$ cat src/rtl/aes_spi_pkg.sv
// Shared widths and FSM state type for the AES SPI slave link.
package aes_spi_pkg;

   localparam int unsigned NK      = 8;
   localparam int unsigned NB      = 4;
   localparam int unsigned NR      = 14;
   localparam int unsigned MSG_W   = 32 * NB;
   localparam int unsigned KEY_W   = 32 * NK;
   localparam int unsigned FRAME_W = MSG_W + KEY_W;
   localparam int unsigned CNT_W   = $clog2(FRAME_W);

   typedef enum logic [2:0] {
      IDLE,
      RX,
      WAIT,
      TX,
      DONE
   } state_e;

endpackage

$ cat src/rtl/aes_spi_tx_shifter.sv
// MSB-first result serialiser: owns Miso and the data_done framing window.
module aes_spi_tx_shifter #(
   parameter int unsigned MSG_W = 128
) (
   input  logic             clk_i,
   input  logic             rst_ni,
   input  logic             load_i,
   input  logic [MSG_W-1:0] data_i,
   output logic             miso_o,
   output logic             data_done_o,
   output logic             last_o
);

   localparam logic [7:0] LAST = 8'(MSG_W - 1);

   logic [MSG_W-1:0] sh_q;
   logic [7:0]       cnt_q;
   logic             dd_q;

   // Load the result, then shift once per edge; the final shift drains the
   // register to zero so Miso is 0 whenever data_done is low.
   always_ff @(posedge clk_i or negedge rst_ni) begin
      if (!rst_ni) begin
         sh_q  <= '0;
         cnt_q <= '0;
         dd_q  <= 1'b0;
      end else if (load_i) begin
         sh_q  <= data_i;
         cnt_q <= '0;
         dd_q  <= 1'b1;
      end else if (dd_q) begin
         sh_q <= {sh_q[MSG_W-2:0], 1'b0};
         if (cnt_q == LAST) begin
            cnt_q <= '0;
            dd_q  <= 1'b0;
         end else begin
            cnt_q <= cnt_q + 8'd1;
         end
      end
   end

   assign miso_o      = sh_q[MSG_W-1];
   assign data_done_o = dd_q;
   assign last_o      = dd_q && (cnt_q == LAST);

endmodule

$ cat src/rtl/aes_spi_slave_if.sv
// SPI slave front end of an AES core: frame capture, core handshake, result return.
module aes_spi_slave_if
   import aes_spi_pkg::*;
#(
   parameter int unsigned nk = NK,
   parameter int unsigned nb = NB,
   parameter int unsigned nr = NR
) (
   input  logic              in_clk,
   input  logic              rst,
   input  logic              cs,
   input  logic              Mosi,
   output logic              Miso,
   output logic              data_done,
   output logic [32*nb-1:0]  core_msg,
   output logic [32*nk-1:0]  core_key,
   output logic              core_start,
   input  logic [32*nb-1:0]  core_result,
   input  logic              core_done,
   output logic              busy
);

   localparam int unsigned MW = 32 * nb;
   localparam int unsigned KW = 32 * nk;
   localparam int unsigned FW = MW + KW;
   localparam int unsigned CW = $clog2(FW);

   // Round count only configures the core; reject values AES does not define.
   if (nr != 10 && nr != 12 && nr != 14) begin : g_nr_check
      $error("aes_spi_slave_if: unsupported round count nr");
   end

   state_e         state_q;
   logic [FW-2:0]  frame_q;
   logic [FW-1:0]  frame_d;
   logic [CW-1:0]  cnt_q;
   logic [MW-1:0]  msg_q;
   logic [KW-1:0]  key_q;
   logic           start_q;
   logic           busy_q;
   logic           tx_load;
   logic           tx_last;

   // The frame register holds one bit less than a frame: the last bit is
   // taken straight from Mosi on the capture edge.
   assign frame_d = {frame_q, Mosi};
   // A done coinciding with the start pulse belongs to no valid request.
   assign tx_load = (state_q == WAIT) && core_done && !start_q;

   // Link FSM with frame capture and registered handshake outputs.
   always_ff @(posedge in_clk or negedge rst) begin
      if (!rst) begin
         state_q <= IDLE;
         frame_q <= '0;
         cnt_q   <= '0;
         msg_q   <= '0;
         key_q   <= '0;
         start_q <= 1'b0;
         busy_q  <= 1'b0;
      end else begin
         start_q <= 1'b0;
         case (state_q)
            IDLE: begin
               if (!cs) begin
                  state_q <= RX;
                  busy_q  <= 1'b1;
               end
            end
            RX: begin
               if (cs) begin
                  state_q <= IDLE;
                  cnt_q   <= '0;
                  frame_q <= '0;
                  busy_q  <= 1'b0;
               end else if (cnt_q == CW'(FW - 1)) begin
                  msg_q   <= frame_d[FW-1:KW];
                  key_q   <= frame_d[KW-1:0];
                  start_q <= 1'b1;
                  cnt_q   <= '0;
                  frame_q <= '0;
                  state_q <= WAIT;
               end else begin
                  frame_q <= frame_d[FW-2:0];
                  cnt_q   <= cnt_q + CW'(1);
               end
            end
            WAIT: begin
               if (tx_load) state_q <= TX;
            end
            TX: begin
               if (tx_last) state_q <= DONE;
            end
            DONE: begin
               if (cs) begin
                  state_q <= IDLE;
                  busy_q  <= 1'b0;
               end
            end
            default: begin
               state_q <= IDLE;
               busy_q  <= 1'b0;
            end
         endcase
      end
   end

   aes_spi_tx_shifter #(
      .MSG_W (MW)
   ) u_tx (
      .clk_i       (in_clk),
      .rst_ni      (rst),
      .load_i      (tx_load),
      .data_i      (core_result),
      .miso_o      (Miso),
      .data_done_o (data_done),
      .last_o      (tx_last)
   );

   assign core_msg   = msg_q;
   assign core_key   = key_q;
   assign core_start = start_q;
   assign busy       = busy_q;

endmodule

$ cat config.mk
export PLATFORM = sky130hd
export DESIGN_NAME = aes_spi_slave_if
export DESIGN_NICKNAME = d
export VERILOG_FILES = /design/src/rtl/aes_spi_pkg.sv /design/src/rtl/aes_spi_tx_shifter.sv /design/src/rtl/aes_spi_slave_if.sv
export SDC_FILE = /design/constraint.sdc
export NUM_CORES = 1
export LEC_CHECK = 0
export ABC_AREA = 1
export CAP_MARGIN = 20
export CORE_AREA = 5 5 257 259
export CTS_BUF_LIST = sky130_fd_sc_hd__clkbuf_8
export DETAILED_ROUTE_END_ITERATION = 7
export DIE_AREA = 0 0 262 264
export GPL_TIMING_DRIVEN = 0
export PLACE_DENSITY = 0.81
export SETUP_SLACK_MARGIN = 0.4
export SLEW_MARGIN = 30
export SYNTH_ARGS = -nofsm -noshare
export SYNTH_HDL_FRONTEND = slang
export SYNTH_SLANG_ARGS = --single-unit
$ cat constraint.sdc
create_clock -name in_clk -period 5 [get_ports in_clk]
set_input_delay 1 -clock in_clk [delete_from_list [all_inputs] [get_ports in_clk]]
set_output_delay 1 -clock in_clk [all_outputs]
set_load 0.03 [all_outputs]
==> metrics.md <==
| Metric | Value |
|---|---|
| Status | `finished clean` |
| Setup Buffers After CTS | `0` |
| Total CTS buffers | `roughly 150` |
| Routed wire length | `90,100 um` |
| P_leak | `~20 nW` |
| Xor/xnor share of the synthesized area | `less than 1%` |
| Mux contribution to synthesized area | `0%` |
| H-Tree Depth | `4` |
| Final setup vio count | `0` |
| Kind of cell adding the most delay to the critical path | `buffers and inverters` |
| Clk sink count | `around 920` |
| Filler instances | `approximately 4,700` |
| Placer Congestion | `~0.88` |
| Synthesized-area fraction occupied by adder cells | `0.0724%` |
| Initial core utilization | `54.3%` |
| CTS tree | `yes` |
| Hold Path Class | `primary input to async pin` |
| Seq. cell area | `roughly 23,000 um2` |
| Core area | `about 64,000 um2` |
| RSZ-0062 raised after global routing | `false` |
| CP required | `around 4.0 ns` |
| Largest family of logic cells by synthesized area | `compound AO/OA/AOI/OAI gates` |
| Placed cells | `roughly 4,700` |
| Clk pin slew, worst setup/hold paths | `roughly 0.06 ns` |
| WP depth | `1` |
| Synth top area cells | `dfrtp_1 (66%), nand2_1 (7.3%), o22ai_1 (7.0%)` |
| Mapped Area | `between 30,000 and 40,000 um2` |
| Max-slew violations | `0` |
| Post-synthesis sequential area ratio | `66.5%` |
| Post-synth top cells | `dfrtp_1 (918), nand2_1 (676), inv_1 (407)` |
| Reg2reg start | `state_q[1]` |
| Clock Latency Late Sink | `0.78 ns` |
| Syn. warnings | `0` |
| Max Fclk | `between 0.3 and 0.4 GHz` |
| Post-synth EDFFs | `0` |
| CP Max Fanout | `2` |
| First-pass GRT wire length | `between 100,000 and 150,000 um` |
| CP Buf/Inv Count | `1` |
| Compound-Gate Fraction of Synth Area | `13.9%` |
| Reg-to-reg endpoint | `frame_q[348]` |
| Final Critical Period | `approximately 3.1 ns` |
| Post-cts resize count | `0` |
| Fin Hold WS | `0.131 ns` |
| Syn Inst Count | `around 3,300` |
| Num ports | `between 500 and 600` |
| Worst r2r path cells | `5` |
| Max-cap violations | `0` |
| Detailed Routing Iterations Pass 1 | `5` |
| CP max-delay cell | `clkdlybuf4s50_1` |
| Most frequent cell after synthesis | `dfrtp_1` |
| WP data arrival | `between 2 and 2.5 ns` |
| DIE AREA | `roughly 70,000 um2` |
| Synth Net Count | `~3,500` |
| Main synth FF type | `dfrtp_1` |
| WL/cell | `~18 um` |
| GRT overflow | `0` |
| Detail Placement HPWL | `roughly 64,000 um` |
| Largest net degree at the start of global routing | `135` |
| Final routed DRC violation total | `0` |
| Routed Antenna Nets | `0` |
| Routed vias/inst | `approximately 5.3` |
| Worst setup SP type | `flip-flop` |
| Critical Path, Cell by Cell | `clkdlybuf4s50_1` |
| 1st-iter DRT viols | `approximately 2,100` |
| CTS Hold Bufs | `0` |
| Pwr/cell area | `between 300 and 400 nW/um2` |
| Netlist cell types | `32` |
| Post-Route Skew | `a little over 0.04 ns` |
| Synth area leader | `dfrtp_1` |
| Multi-input logic area | `just under 9000 um2` |
| Reg2reg setup slack | `between 2 and 3 ns` |
| Post-Layout Cell Count | `4,953` |
| Clk root buf | `clkbuf_8` |
| Cell Rows | `between 90 and 100` |
| Yosys top cell area share | `approximately two thirds` |
| Avg Synthesized Cell Area | `about 10 um2` |
| Crit-path max cell delay | `0.75 ns` |
| Max transition margin | `around 41%` |
| Share of flip-flops with an asynchronous set or reset | `100%` |
| IO Port Bufs | `520` |
| Worst Max-Slew Pin Slew | `about 0.9 ns` |
| Nets | `between 4,000 and 5,000` |
| Die Y | `approximately 260 um` |
| Area Growth Syn to Fin | `27.0%` |
| Vias post-DR | `approximately 26,000` |
| Fin Setup TNS | `0 ns` |
| VDD IR-drop max | `~270 uV` |
| CTS max path bufs | `3` |
| Final Cycle Share | `61.3%` |
| Layout cell share with drive strength beyond 1 | `10.7%` |
| Final hold viol count | `0` |
| #FFs+latches synth | `between 900 and 1,000` |
| Tot GR Track Use | `between 20% and 30%` |
| Crit Path Category | `flip-flop to output pin` |
| Number of global-route vias before repair | `~27,000` |
| Initial antenna violation count | `3` |
| Simple-gate portion of the synthesized area | `11.6%` |
| Final core utilization | `~70%` |
| Worst setup EP type | `output pin` |
| Die Span X | `approximately 260 um` |
routing by layer:
| layer | GRT usage [%] | up-vias | wire length (um) |
|---|---|---|---|
| met1 | 32.8 | 12900 | 35800 |
| met5 | 0 | - | 0 |
| met4 | 11.5 | 0 | 3820 |
| li1 | - | 12400 | - |
| met2 | 42.3 | 823 | 44000 |
| met3 | 6.81 | 203 | 6490 |
cells in the final DEF, fill, tap and decap left out, drive strengths merged:
master	count
a21oi	3
o22ai	386
nand2	677
buf	156
clkinvlp	4
clkdlybuf4s50	519
clkinv	17
ha	2
xor2	5
xnor2	1
nor3b	1
clkbuf	257
a21boi	1
diode	3
bufinv	2
o31ai	1
a31oi	1
nand4	5
nor2	20
dfrtp	918
inv	452
a22o	1
nand3	262
o21ai	398
o211ai	4
o21bai	1
nor3	1
cell families after synthesis:
| group | count (synthesis) |
|---|---|
| buffers and inverters | 636 |
| DFF | 918 |
| adders and majority gates | 2 |
| and+or+nand+nor | 966 |
| AOI/OAI and AO/OA | 796 |
| xor gates and xnor gates | 6 |
sequential cells by signal, indices dropped and copies added (netlist names):
register / count
core_start: 1
u_tx.sh_q: 128
state_q: 3
frame_q: 383
busy: 1
core_msg: 128
core_key: 256
u_tx.cnt_q: 8
u_tx.data_done_o: 1
cnt_q: 9
how the worst max path moves through the flow:
stage	from	to	slack, ns
global placement	rst	core_msg[59]	-37.21
CTS	core_key[67]	core_key[67]	1.86
detailed placement	rst	core_msg[54]	1.34
global route	rst	frame_q[309]	1.82
finish	core_key[67]	core_key[67]	1.94
floorplan	core_done	u_tx.sh_q[35]	3.01
final cells by class:
type | instances | area share (%)
repair buffers | 527 | 12.3
clock buffers | 178 | 5.58
inverters | 409 | 3.50
well taps | 855 | 2.44
clock inverters | 66 | 0.855
plain buffers | 227 | 2.60
diodes | 3 | 0.0171
multi-input cells | 1770 | 20.3
flip-flops and latches | 918 | 52.3
through the flow:
step | instance area [um2] | total power [mW] | setup slack, ns
6_report | 43900 | 17.2 | 1.94
5_1_grt | 43900 | 18.1 | 1.82
4_1_cts | 43900 | 17.4 | 1.86
3_5_place_dp | 41000 | 11.2 | 1.34
3_3_place_gp | 40800 | 11.1 | -37.21
2_1_floorplan | 34600 | 10.2 | 3.01
where the power goes:
group	switching [mW]	internal [mW]	leakage, nW	total, mW
clock network	2.87	3.31	1.60	6.19
registers	0.339	8.03	12.6	8.37
logic	1.85	0.838	5.19	2.69
total	5.07	12.2	19.4	17.2
(Power assumes the default switching activity.)
